<file path="src/rtl/imm_gen_pipe.sv">
// imm_gen_pipe: pipelined RISC-V immediate generator.
// Decodes in_inst[6:0] into a format tag and produces the sign-extended
// immediate for the I, S, B, U and J formats. The result is held in a
// two-entry (main + skid) valid/ready buffer, so one instruction per cycle
// can be sustained while downstream backpressure is absorbed.
// Optional build macro: IMM_GEN_ILLEGAL_EN adds the out_illegal flag and a
// saturating illegal-instruction counter (illegal_cnt).
module imm_gen_pipe #(
    parameter int XLEN  = 64,
    parameter int FMT_W = 3
) (
    input  logic             clk,
    input  logic             rst_n,
    input  logic             flush,
    input  logic             in_valid,
    output logic             in_ready,
    input  logic [31:0]      in_inst,
    output logic             out_valid,
    input  logic             out_ready,
    output logic [XLEN-1:0]  out_imm,
    output logic [FMT_W-1:0] out_fmt
`ifdef IMM_GEN_ILLEGAL_EN
    ,
    output logic             out_illegal,
    output logic [15:0]      illegal_cnt
`endif
);

    // Format tag encodings seen by the consumer.
    localparam logic [FMT_W-1:0] FMT_NONE = FMT_W'(0);
    localparam logic [FMT_W-1:0] FMT_I    = FMT_W'(1);
    localparam logic [FMT_W-1:0] FMT_S    = FMT_W'(2);
    localparam logic [FMT_W-1:0] FMT_B    = FMT_W'(3);
    localparam logic [FMT_W-1:0] FMT_U    = FMT_W'(4);
    localparam logic [FMT_W-1:0] FMT_J    = FMT_W'(5);

    // Major opcodes that carry an immediate.
    localparam logic [6:0] OP_LUI    = 7'b0110111;
    localparam logic [6:0] OP_AUIPC  = 7'b0010111;
    localparam logic [6:0] OP_JAL    = 7'b1101111;
    localparam logic [6:0] OP_JALR   = 7'b1100111;
    localparam logic [6:0] OP_LOAD   = 7'b0000011;
    localparam logic [6:0] OP_OPIMM  = 7'b0010011;
    localparam logic [6:0] OP_OPIMMW = 7'b0011011;
    localparam logic [6:0] OP_BRANCH = 7'b1100011;
    localparam logic [6:0] OP_STORE  = 7'b0100011;

    // One buffered result; the illegal flag only exists when it is observable.
    typedef struct packed {
        logic [XLEN-1:0]  imm;
        logic [FMT_W-1:0] fmt;
`ifdef IMM_GEN_ILLEGAL_EN
        logic             illegal;
`endif
    } entry_t;

    // Buffer occupancy: main register only, or main plus skid.
    typedef enum logic [1:0] {
        S_EMPTY = 2'd0,
        S_ONE   = 2'd1,
        S_FULL  = 2'd2
    } state_t;

    state_t      state_q, state_d;
    entry_t      main_q, main_d;
    entry_t      skid_q, skid_d;
    logic        in_ready_q, in_ready_d;
    entry_t      dec;
    logic [31:0] imm32;
    logic        accept;
    logic        drain;

    assign accept    = in_valid & in_ready_q;
    assign drain     = out_valid & out_ready;
    assign out_valid = (state_q != S_EMPTY);
    assign in_ready  = in_ready_q;
    assign out_imm   = main_q.imm;
    assign out_fmt   = main_q.fmt;
`ifdef IMM_GEN_ILLEGAL_EN
    assign out_illegal = main_q.illegal;
`endif

    // Decode the incoming instruction into a 32-bit immediate and format tag.
    always_comb begin
        // NOTE: every variable gets a default before the case so that no path
        // leaves it unassigned; a missing default here would infer a latch.
        imm32   = 32'd0;
        dec.fmt = FMT_NONE;
        unique case (in_inst[6:0])
            OP_LUI, OP_AUIPC: begin
                dec.fmt = FMT_U;
                imm32   = {in_inst[31:12], 12'b0};
            end
            OP_JAL: begin
                dec.fmt = FMT_J;
                imm32   = {{11{in_inst[31]}}, in_inst[31], in_inst[19:12],
                           in_inst[20], in_inst[30:21], 1'b0};
            end
            OP_JALR, OP_LOAD, OP_OPIMM: begin
                dec.fmt = FMT_I;
                imm32   = {{20{in_inst[31]}}, in_inst[31:20]};
            end
            OP_OPIMMW: begin
                // The word-sized ALU ops only exist on RV64.
                if (XLEN == 64) begin
                    dec.fmt = FMT_I;
                    imm32   = {{20{in_inst[31]}}, in_inst[31:20]};
                end
            end
            OP_BRANCH: begin
                dec.fmt = FMT_B;
                imm32   = {{19{in_inst[31]}}, in_inst[31], in_inst[7],
                           in_inst[30:25], in_inst[11:8], 1'b0};
            end
            OP_STORE: begin
                dec.fmt = FMT_S;
                imm32   = {{20{in_inst[31]}}, in_inst[31:25], in_inst[11:7]};
            end
            default: begin
                dec.fmt = FMT_NONE;
                imm32   = 32'd0;
            end
        endcase
        // Every format is already sign-extended to 32 bits; widen to XLEN.
        dec.imm = XLEN'($signed(imm32));
`ifdef IMM_GEN_ILLEGAL_EN
        dec.illegal = (dec.fmt == FMT_NONE) || (in_inst[1:0] != 2'b11);
`endif
    end

    // Next occupancy and register contents from accept/drain/flush.
    always_comb begin
        state_d = state_q;
        main_d  = main_q;
        skid_d  = skid_q;
        if (flush) begin
            // The input offered in a flush cycle is dropped, not accepted.
            state_d = S_EMPTY;
        end else begin
            unique case (state_q)
                S_EMPTY: begin
                    if (accept) begin
                        state_d = S_ONE;
                        main_d  = dec;
                    end
                end
                S_ONE: begin
                    if (accept && drain) begin
                        main_d = dec;
                    end else if (accept) begin
                        state_d = S_FULL;
                        skid_d  = dec;
                    end else if (drain) begin
                        state_d = S_EMPTY;
                    end
                end
                S_FULL: begin
                    // in_ready is low here, so no accept can coincide.
                    if (drain) begin
                        state_d = S_ONE;
                        main_d  = skid_q;
                    end
                end
                default: begin
                    state_d = S_EMPTY;
                end
            endcase
        end
        // Registered ready: depends only on the next state, never on out_ready.
        in_ready_d = (state_d != S_FULL);
    end

    // State, ready and data registers.
    always_ff @(posedge clk or negedge rst_n) begin
        // NOTE: sequential state uses non-blocking assignments so every
        // register samples the pre-edge values of the others.
        if (!rst_n) begin
            // NOTE: the data registers are reset too, because out_imm and
            // out_fmt must read zero while reset is held.
            state_q    <= S_EMPTY;
            in_ready_q <= 1'b1;
            main_q     <= '0;
            skid_q     <= '0;
        end else begin
            state_q    <= state_d;
            in_ready_q <= in_ready_d;
            main_q     <= main_d;
            skid_q     <= skid_d;
        end
    end

`ifdef IMM_GEN_ILLEGAL_EN
    logic [15:0] illegal_cnt_q;
    logic        count_illegal;

    assign count_illegal = accept & ~flush & dec.illegal;
    assign illegal_cnt   = illegal_cnt_q;

    // Saturating count of accepted illegal instructions; flush leaves it alone.
    always_ff @(posedge clk or negedge rst_n) begin
        if (!rst_n) begin
            illegal_cnt_q <= 16'd0;
        end else if (count_illegal && (illegal_cnt_q != 16'hFFFF)) begin
            illegal_cnt_q <= illegal_cnt_q + 16'd1;
        end
    end
`endif

endmodule

</file>
<file path="config.mk">
export PLATFORM = sky130hd
export DESIGN_NAME = imm_gen_pipe
export DESIGN_NICKNAME = d
export VERILOG_FILES = /design/src/rtl/imm_gen_pipe.sv
export SDC_FILE = /design/constraint.sdc
export NUM_CORES = 1
export LEC_CHECK = 0
export ABC_AREA = 1
export CAP_MARGIN = 30
export CORE_MARGIN = 2
export CORE_UTILIZATION = 49
export CTS_CLUSTER_SIZE = 14
export DETAILED_ROUTE_END_ITERATION = 16
export HOLD_SLACK_MARGIN = 0.05
export PLACE_DENSITY = 0.8
export SYNTH_ARGS = -nofsm -noshare
export SYNTH_HDL_FRONTEND = slang
export SYNTH_SLANG_ARGS = --single-unit
</file>
<file path="constraint.sdc">
create_clock -name clk -period 1.7 [get_ports clk]
set_input_delay 0.255 -clock clk [delete_from_list [all_inputs] [get_ports clk]]
set_output_delay 0.255 -clock clk [all_outputs]
set_load 0.05 [all_outputs]
</file>
After elaboration in Yosys (flattened, before gate mapping):

Index checks and enable logic that the tools add are counted.

* register bits after elaboration: 105
* input bits: 37
* output and inout bits: 69
* logic and storage cells: 46

* equal/unequal tests: 15
* mux-type cells: 13
* bitwise logic cells: 4
* reduce and logical (&&, ||, !) cells: 8

Operator list (count)
* $mux 67: 3
* $pmux 67 s3: 1
* $pmux 32 s5: 1
* $eq 7x5->1 const B: 3
* $eq 7x7->1 const B: 3
* $pmux 3 s5: 1
* $eq 7x6->1 const B: 2
* $mux 2: 6
* $ne 2x2->1 const B: 4
* $eq 7x2->1 const B: 1
* $pmux 2 s3: 1
* $reduce_and 5->1: 1
* $reduce_and 4->1: 1
* $reduce_or 4->1: 1
* $reduce_bool 3->1: 1
* $and 1x1->1: 2
* $eq 2x1->1 const B: 1
* $eq 2x2->1 const B: 1
* $logic_not 2->1: 1
* $not 1->1: 2
* $reduce_bool 2->1: 1
* $reduce_or 2->1: 1
* $logic_and 1x1->1: 1

Longest topological paths before layout:

Gate-level depths: netlist of the first run.

* depth in word-level cells: 8
* depth in mapped cells: 11

Least setup slack after synthesis of the first run:

Ideal clock, no wire load.

* path kind: register to output
* start point: register out_imm[62] (netlist name)
* end point: output port out_imm[32]
* arrival: 1432 ps
* required time: 1445 ps
* setup slack: 13 ps
* stages on the path, launching flop included: 2
* path buffers: 1
* cell sequence: dfrtp_1 buf_4

RTL lines
* end: declaration: line 20 `output logic [XLEN-1:0] out_imm,`

Final worst setup path of the first run:

* start point: input port in_inst[5]
* end point: register skid_q[23] (netlist bit)

* cells in the longest elaborated chain, start to end: 3

Ends and longest elaborated chain
* start: declaration: line 17 `input logic [31:0] in_inst,`
* $eq 7x5->1, or another cell as far along: line 89 `unique case (in_inst[6:0])`
* $reduce_or 4->1 (no line) or $reduce_or 2->1 (tied branches)
* $pmux 32 s5 *: line 89
* end signal: assignment: line 188 `skid_q <= skid_d;`
* end: declaration: line 66 `entry_t skid_q, skid_d;`

Mark *: on every way between the ends. The rest lies on a longest branch, timed or not.
A chain may end at the register's enable or synchronous reset.

==> results of run 1 <==
[critical path, stage by stage]
cell,delay (ps)
clkdlybuf4s50_1,570
nand2_2,130
nor2_2,120
nand3_1,180
nand4_2,220
nand2_8,150
nand2_1,130
nand2_1,50
o21ai_0,100
[worst min-delay path by stage]
stage	cells after the start	endpoint	startpoint
2_1_floorplan	0	out_fmt[0]	rst_n
3_3_place_gp	1	out_imm[9]	rst_n
3_5_place_dp	1	skid_q[12]	rst_n
4_1_cts	2	skid_q[12]	rst_n
5_1_grt	2	out_imm[9]	rst_n
6_report	2	skid_q[12]	rst_n
[metrics by stage]
step                      area [sq um]  TNS, ps  setup slack, ps
after detailed placement          5383   -10430           -217.5
after global placement            5383    -7082           -152.6
final                             5664        0            56.01
after global routing              5664   -73.99           -16.41
after floorplan                   4026        0            12.69
after CTS                         5573        0            20.38
[cell usage in the layout (no fill, tap or decap), drive strengths merged]
master and count:
clkbuf 10, clkinv 5, dfstp 1, a211oi 1, o21ai 29, dlygate4sd3 1, dfrtp 72, nand3 42
nor3 2, nor2 39, inv 42, nand2 205, clkinvlp 1, a21oi 40, nand4 3, buf 102
clkdlybuf4s50 35, nand3b 1, a31oi 1
[flip-flops by register name, indices dropped and copies added (netlist names)]
register,count
in_ready,1
out_fmt,3
out_imm,32
skid_q,35
state_q,2
[timing repair]
action / CTS / global route
setup endpoints to repair: 0 / 35
hold endpoints to repair: 33 / 0
hold buffers: 1 / 0
buffers inserted: 0 / 1
gates resized for setup: 0 / 13
[power by group through the flow]
| stage | sequential (mW) | combinational, mW | clock (mW) |
|---|---|---|---|
| after floorplan | 2.44 | 0.732 | 0 |
| after global placement | 2.09 | 1.72 | 0 |
| after detailed placement | 2.10 | 1.75 | 0 |
| after CTS | 2.07 | 1.76 | 1.29 |
| after global routing | 2.09 | 1.91 | 1.36 |
| final | 2.07 | 1.79 | 1.28 |
[cell families after synthesis]
kind of cell,Yosys count
AO/OA/AOI/OAI,71
buffers and inverters,98
AND/OR/NAND/NOR,292
flip-flops,73
[per-layer routing]
layer  up-vias  routed length (microns)  global-route usage
met3        30                      811             0.04549
met1      1744                     4284              0.3054
met4         0                      287              0.1196
li1       1837                        -                   -
met2       157                     5023              0.3865
met5         -                        0                   0
[area by class of cell]
| type | count | area share |
|---|---|---|
| sequential | 73 | 0.3230 |
| timing repair buffer | 139 | 0.2980 |
| multi-input combinational | 363 | 0.2969 |
| inverter | 41 | 0.02717 |
| tap | 105 | 0.02319 |
| clock buffer | 9 | 0.02187 |
| clock inverter | 7 | 0.009940 |
==> results.md, run 1 <==
* Initial Util at 0.4975
* Hold Path Class: in2async
* Reg2Reg Depth at 7
* Die W at 94.65 microns
* Ant. Diodes at 0
* Leak Pwr at 3.098 nW
* RSZ-0062 raised after global routing: true
* Number of synthesized flops with an enable pin at 0
* DR vias at 3768
* Sw Pwr at 1.943 mW
* Xor and xnor fraction of the mapped netlist area at 0
* Filler cells at 641
* Number of H-tree levels at 3
* Synth top area cells: dfrtp_1 45%, nand2_1 19%, buf_4 6.5%
* Share of layout cells above drive strength 1 at 0.2500
* Nets@finish at 664
* CTS max path bufs at 2
* Fin crit share at 0.9671
* Largest area contributor in the synthesized netlist: dfrtp_1
* R2r setup slk at 140 ps
* Simple-gate share of the synthesized area at 0.3167
* Number of remaining DRC errors at 0
* Fin cells at 737
* Sequential share of power at 0.403
* Total wire length at 10.41 mm
* Syn-to-layout area delta at 40.68%
* Register area share after synthesis at 0.4540
* Fmax at 608.3 MHz
* Worst vdd ir at 0.0005869 V
* CTS sink cnt at 73
* Crit path DAT at 1900 ps
* Clock Pin Slew Worst Setup and Hold Paths at 90 ps
* Worst r2r dst: skid_q[23]
* Element type at the critical path end: flip-flop
* Count leader, synth: nand2_1
* Drt pass-1 iters at 4
* Hpwl dp at 7.432 mm
* Overall Global Routing Usage at 0.2384
* Placeable Area at 0.008093 sq mm
* Final setup viols at 0
* Status: completed
* Multi-input gate area at 0.001682 sq mm
* I/O pin count at 106
* Slew margin rel. at 0.6611
* Num CTS Buffers at 9
* Synthesized flop and latch total at 73
* Clock power frac at 0.248
* RD Place Congestion at 0.9444
* Yosys warns at 0
* Max-slew violations at 0
* Minimum clock period at 1644 ps
* Post-placement cell count at 718
* Initial antenna violation count at 0
* Chip Height at 94.65 microns
* Crit path kind: in2reg
* Mux cell area share after synthesis at 0
* Mapped Avg Cell Area at 7.540 sq um
* Main combinational cell family by area after synthesis: simple AND/OR/NAND/NOR gates
* Area fraction in compound gates after synthesis at 0.09571
* Synthesized Nets at 571
* Synth cell count leaders: 201 x nand2_1, 72 x dfrtp_1, 40 x a21oi_1
* First-pass GRT wire length at 16.80 mm
* Power Dens Cells at 907.2 mW/mm^2
* Max-cap violations at 0
* Post-synthesis adder-cell area fraction at 0
* Number of routed nets with antenna violations at 0
* P_int at 3.195 mW
* Vias in the first global route at 3621
* Worst skew pair latency at 360 ps
* Die Area at 0.008959 sq mm
* Via density at 5.113
* Grt total ovfl at 0
* Initial DRC Count at 180
* CP Launch Type: input pin
* CTS tree: done
* Routed wire per std cell at 14.12 microns
* Worst path required time at 1960 ps
* Port bufs at 105
* Final core occ at 0.6999
* Net Sw Frac at 0.3782
* Tot Pwr at 5.139 mW
* Mapped Cells at 534
* Reg-to-Reg Start: in_ready
* Pin count of the biggest net entering global routing at 38
* Post-Synthesis Cell Area at 0.004026 sq mm
* Final Skew at 6.886 ps
* CP Max Fanout at 22
* Worst setup path endpoint: skid_q[23]
* Row cnt at 33
* Smallest hold slack at 392.6 ps
* Synth top area share at 0.4475
* Crit. Startpoint: in_inst[5]
* Ys async rst share at 1.000
* Measured slew at the worst slew-check pin at 508.3 ps
* Final Hold Fails at 0
* Comb pwr share at 0.348
* Post-synth top flop: dfrtp_1
* Register area at 0.001829 sq mm
* Count of cell types in the netlist at 28
* Root buffer cell: clkbuf_8
(Power assumes the default switching activity.)
==> run 2, diff against run 1 <==
Settings changed: CORE_UTILIZATION 49 to 60, CTS_CLUSTER_SIZE 14 to 20, DONT_BUFFER_PORTS set to 1, PLACE_DENSITY 0.8 to 0.76.
==> results.md, run 2 (synthesis results as in run 1) <==
* CTS max path bufs at 2
* Via density at 5.527
* CP max stage cell: dfrtp_4
* RD Place Congestion at 0.8637
* Routed wl met2 at 4.350 mm
* CP Cell Sequence: buf_4
* Die W at 85.92 microns
* Nets@finish at 556
* Clock Pin Slew Worst Setup and Hold Paths at 80 ps
* Grt total ovfl at 0
* RSZ-0062 raised after global routing: true
* Ant. Diodes at 0
* CP Buf/Inv Count at 1
* Routed wire per std cell at 15.11 microns
* Worst skew pair latency at 360 ps
* Total wire length at 9.080 mm
* Max FFs per register at 35
* Sequential share of power at 0.508
* Placeable Area at 0.006422 sq mm
* Chip Height at 85.92 microns
* Top Metal Used: met4
* Fmax at 599.8 MHz
* Hold Path Class: in2async
* Element type at the critical path end: output port
* Most frequent cells in the layout: 201 x nand2_1, 70 x dfrtp_1, 40 x a21oi_1
* Final Hold Fails at 73
* CP Launch Type: flip-flop
* Overall Global Routing Usage at 0.2657
* DR vias at 3322
* Port bufs at 0
* CTS sink cnt at 73
* Critical Path Max Stage Delay at 540 ps
* Share of layout cells above drive strength 1 at 0.1450
* I/O pin count at 106
* Worst vdd ir at 0.0006578 V
* Tot Pwr at 4.789 mW
* Sw Pwr at 1.690 mW
* Clock power frac at 0.322
* Metal3 WL at 759 microns
* Die Area at 0.007382 sq mm
* Initial DRC Count at 195
* Number of remaining DRC errors at 0
* Net Sw Frac at 0.3530
* Worst path required time at 1440 ps
* Crit path kind: reg2out
* Comb pwr share at 0.170
* Slew margin rel. at 0.6403
* Reg2Reg Depth at 7
* Row cnt at 29
* Root buffer cell: clkbuf_8
* Max-slew violations at 0
* Worst r2r dst: skid_q[0]
* CTS tree: done
* Delay-heaviest family, CP: flip-flops
* Smallest hold slack at -418.3 ps
* Final setup viols at 0
* Failing checks: hold timing
* First-pass GRT wire length at 15.52 mm
* Max-cap violations at 0
* Initial Util at 0.6269
* TNS Setup at 0 ps
* Hpwl dp at 6.099 mm
* Reg-to-Reg Start: in_ready
* Status: finished with violations
* Pin count of the biggest net entering global routing at 74
* Crit path DAT at 1410 ps
* Drt pass-1 iters at 4
* CP Max Fanout at 14
* Vias in the first global route at 3388
* M1 WL at 3.748 mm
* Leak Pwr at 2.482 nW
* Number of H-tree levels at 3
* Commonest non-fill, non-tap cell in the layout: nand2_1
* Initial antenna violation count at 0
* Final Skew at 10.81 ps
* Measured slew at the worst slew-check pin at 544.1 ps
* R2r setup slk at 130 ps
* Number of routed nets with antenna violations at 0
* Hold-fix buffers at CTS at 7
* Top reg by flops: skid_q
* Syn-to-layout area delta at 6.557%
* Num CTS Buffers at 9
* Fin crit share at 0.9807
* Power Dens Cells at 1116 mW/mm^2
* P_int at 3.099 mW
* Minimum clock period at 1667 ps
## run 2: worst max-delay path by stage
stage | from | to | slack, ps | cells after the start
2_1_floorplan | out_imm[62] | out_imm[32] | 10 | 1
3_3_place_gp | state_q[0] | out_imm[27] | 150 | 7
3_5_place_dp | in_ready | out_fmt[1] | 80 | 7
4_1_cts | out_imm[62] | out_imm[43] | 20 | 1
5_1_grt | out_imm[62] | out_imm[36] | -20 | 1
6_report | out_imm[62] | out_imm[43] | 30 | 1
## run 2: worst reg2reg max path, delay by kind of cell, from the launching register on
family          cells  cell delay [ps]
compound gates      1              110
simple gates        4              510
buf+inv             2              350
flops               1              530
## run 2: area by class of cell
class | instances | area (sq um)
Fill cell | 538 | 2132
Sequential cell | 73 | 1833
Multi-Input combinational cell | 363 | 1660
Timing Repair Buffer | 31 | 315.3
Inverter | 41 | 156.4
Clock buffer | 11 | 151.4
Tap cell | 77 | 96.34
Clock inverter | 5 | 77.57
## run 2: timing repair
item,in CTS,in global routing
gates resized for setup,0,5
hold endpoints to repair,85,73
setup buffers,0,0
endpoints found under the setup margin,0,40
## run 2: metrics by stage
step             util  instances  instance area [sq um]  setup WS [ps]
3_5_place_dp   0.6197        578                   3980          83.46
4_1_cts        0.6663        601                   4279          23.41
3_3_place_gp   0.6197        578                   3980          152.4
2_1_floorplan       -        534                   4026          12.69
6_report       0.6680        601                   4290          32.79
5_1_grt        0.6680        601                   4290         -19.12
## run 2: routing by layer
| layer | track usage | vias to the layer above |
|---|---|---|
| met4 | 0.09957 | 0 |
| li1 | - | 1609 |
| met5 | 0 | - |
| met1 | 0.3264 | 1574 |
| met3 | 0.09336 | 25 |
| met2 | 0.4320 | 114 |
## run 2: power groups by stage
stage	combinational, mW	clock [mW]	sequential (mW)
after floorplan	0.732	0	2.44
after global placement	0.768	0	2.46
after detailed placement	0.792	0	2.47
after CTS	0.813	1.56	2.43
after global routing	0.905	1.62	2.46
final	0.816	1.54	2.43
==> run 3, diff against run 2 <==
Clock period 1.7 ns to 1.8 ns, I/O delays scaled along.
==> results.md, run 3 (synthesis results as in run 1) <==
* Die Area at 0.007382 sq mm
* Most frequent cells in the layout: 201 x nand2_1, 71 x dfrtp_1, 40 x a21oi_1
* CP Buf/Inv Count at 1
* Postcts setup bufs at 0
* Top reg by flops: skid_q
* Power Dens Cells at 1114 mW/mm^2
* Grt total ovfl at 0
* Worst path required time at 1530 ps
* Total wire length at 8.844 mm
* Port bufs at 0
* Final setup viols at 0
* Final Skew at 6.011 ps
* DR vias at 3274
* Crit path kind: reg2out
* Nets@finish at 545
* CP Max Fanout at 11
* Via density at 5.549
* Net Sw Frac at 0.3361
* Finished Cell Area at 0.004202 sq mm
* Critical Path Max Stage Delay at 530 ps
* CTS tree: done
* Overall Global Routing Usage at 0.2587
* RD Place Congestion at 0.8754
* Post-placement cell count at 573
* CTS sink cnt at 73
* Hold Path Class: in2async
* Setup ws final at 137.5 ps
* Max FFs per register at 35
* Number of H-tree levels at 3
* RSZ-0062 raised after global routing: false
* Root buffer cell: clkbuf_8
* Clock power frac at 0.352
* Sw Pwr at 1.574 mW
* P_int at 3.108 mW
* First-pass GRT wire length at 15.10 mm
* Sequential share of power at 0.489
* Syn-to-layout area delta at 4.351%
* Slew margin rel. at 0.6354
* Clock Pin Slew Worst Setup and Hold Paths at 80 ps
* Fin cells at 590
* Filler cells at 554
* Smallest hold slack at -393.9 ps
* Final Hold Fails at 73
* Chip Height at 85.92 microns
* Share of layout cells above drive strength 1 at 0.1345
* Status: finished with violations
* CP max stage cell: buf_12
* Initial antenna violation count at 0
* Commonest non-fill, non-tap cell in the layout: nand2_1
* TNS Setup at 0 ps
* Comb pwr share at 0.158
* Row cnt at 29
* Number of routed nets with antenna violations at 0
* Place WS at 205.5 ps
* Delay-heaviest family, CP: buffers and inverters
* Fmax at 601.5 MHz
* CP Cell Sequence: buf_12
* Placeable Area at 0.006422 sq mm
* Vias in the first global route at 3278
* Fin crit share at 0.9236
* Worst skew pair latency at 350 ps
* Die W at 85.92 microns
* Measured slew at the worst slew-check pin at 551.4 ps
* Drt pass-1 iters at 4
* Area post-placement at 0.003930 sq mm
* Minimum clock period at 1662 ps
* CP Launch Type: flip-flop
* Worst vdd ir at 0.0006918 V
* Final core occ at 0.6542
* Crit path DAT at 1390 ps
* Max-slew violations at 0
* I/O pin count at 106
* Hpwl dp at 6.031 mm
* Element type at the critical path end: output port
* Max-cap violations at 0
* Num CTS Buffers at 9
* Initial Util at 0.6269
* Number of remaining DRC errors at 0
* Reg2Reg Depth at 7
* Leak Pwr at 2.439 nW
* Failing checks: hold timing
* CTS max path bufs at 2
* Initial DRC Count at 190
* Crit path depth at 1
* Hold-fix buffers at CTS at 1
* Routed wire per std cell at 14.99 microns
* Pin count of the biggest net entering global routing at 74
* Ant. Diodes at 0
==> run 3: changes by cell type in the layout (fill, tap and decap cells not counted), moves of 2 or more <==
cell / before / now
dlygate4sd3_1: 7 / 1
bufinv_16: 2 / 4
buf_4: 18 / 15
clkbuf_8: 11 / 9
==> run 3: cell type report <==
| type | count | area [sq um] | share of cell area |
|---|---|---|---|
| Multi-Input combinational cell | 363 | 1660 | 0.3952 |
| Sequential cell | 73 | 1832 | 0.4360 |
| Timing Repair Buffer | 20 | 201.4 | 0.04795 |
| Clock buffer | 10 | 127.6 | 0.03038 |
| Clock inverter | 6 | 130.1 | 0.03097 |
| Inverter | 41 | 153.9 | 0.03663 |
| Tap cell | 77 | 96.34 | 0.02293 |
==> run 3: power by group through the flow <==
stage	sequential, mW	combinational, mW	clock [mW]
after floorplan	2.30	0.691	0
after global placement	2.32	0.712	0
after detailed placement	2.33	0.733	0
after CTS	2.29	0.741	1.67
after global routing	2.32	0.822	1.74
final	2.29	0.740	1.65
==> run 3: per-stage QoR <==
stage	hold slack (ps)	total power, mW
floorplan	-25.59	2.995
global placement	-24.17	3.030
detailed placement	-24.08	3.060
CTS	-399.2	4.701
global route	-400.1	4.883
finish	-393.9	4.682
==> run 3: worst paths after layout <==
kind / start / endpoint / slack, ps
max in group asynchronous: rst_n / in_ready / 1980
worst max register to register: in_ready / out_imm[7] / 170
worst min register to register: skid_q[31] / skid_q[31] / 480
worst max-delay path: out_imm[62] / out_imm[40] / 140
min in group clk: in_inst[28] / skid_q[11] / 60
worst min-delay path: rst_n / out_imm[6] / -390
==> run 3: per-layer routing <==
metal | up-vias | global-route usage | wire, microns
met4 | 0 | 0.1198 | 215
met2 | 109 | 0.4186 | 4212
li1 | 1600 | - | -
met5 | - | 0 | 0
met1 | 1543 | 0.3268 | 3708
met3 | 22 | 0.06449 | 708
==> run 3: timing repair <==
item,in CTS,in global routing
hold endpoints to repair,76,73
gates resized for setup,0,1
endpoints found under the setup margin,0,1
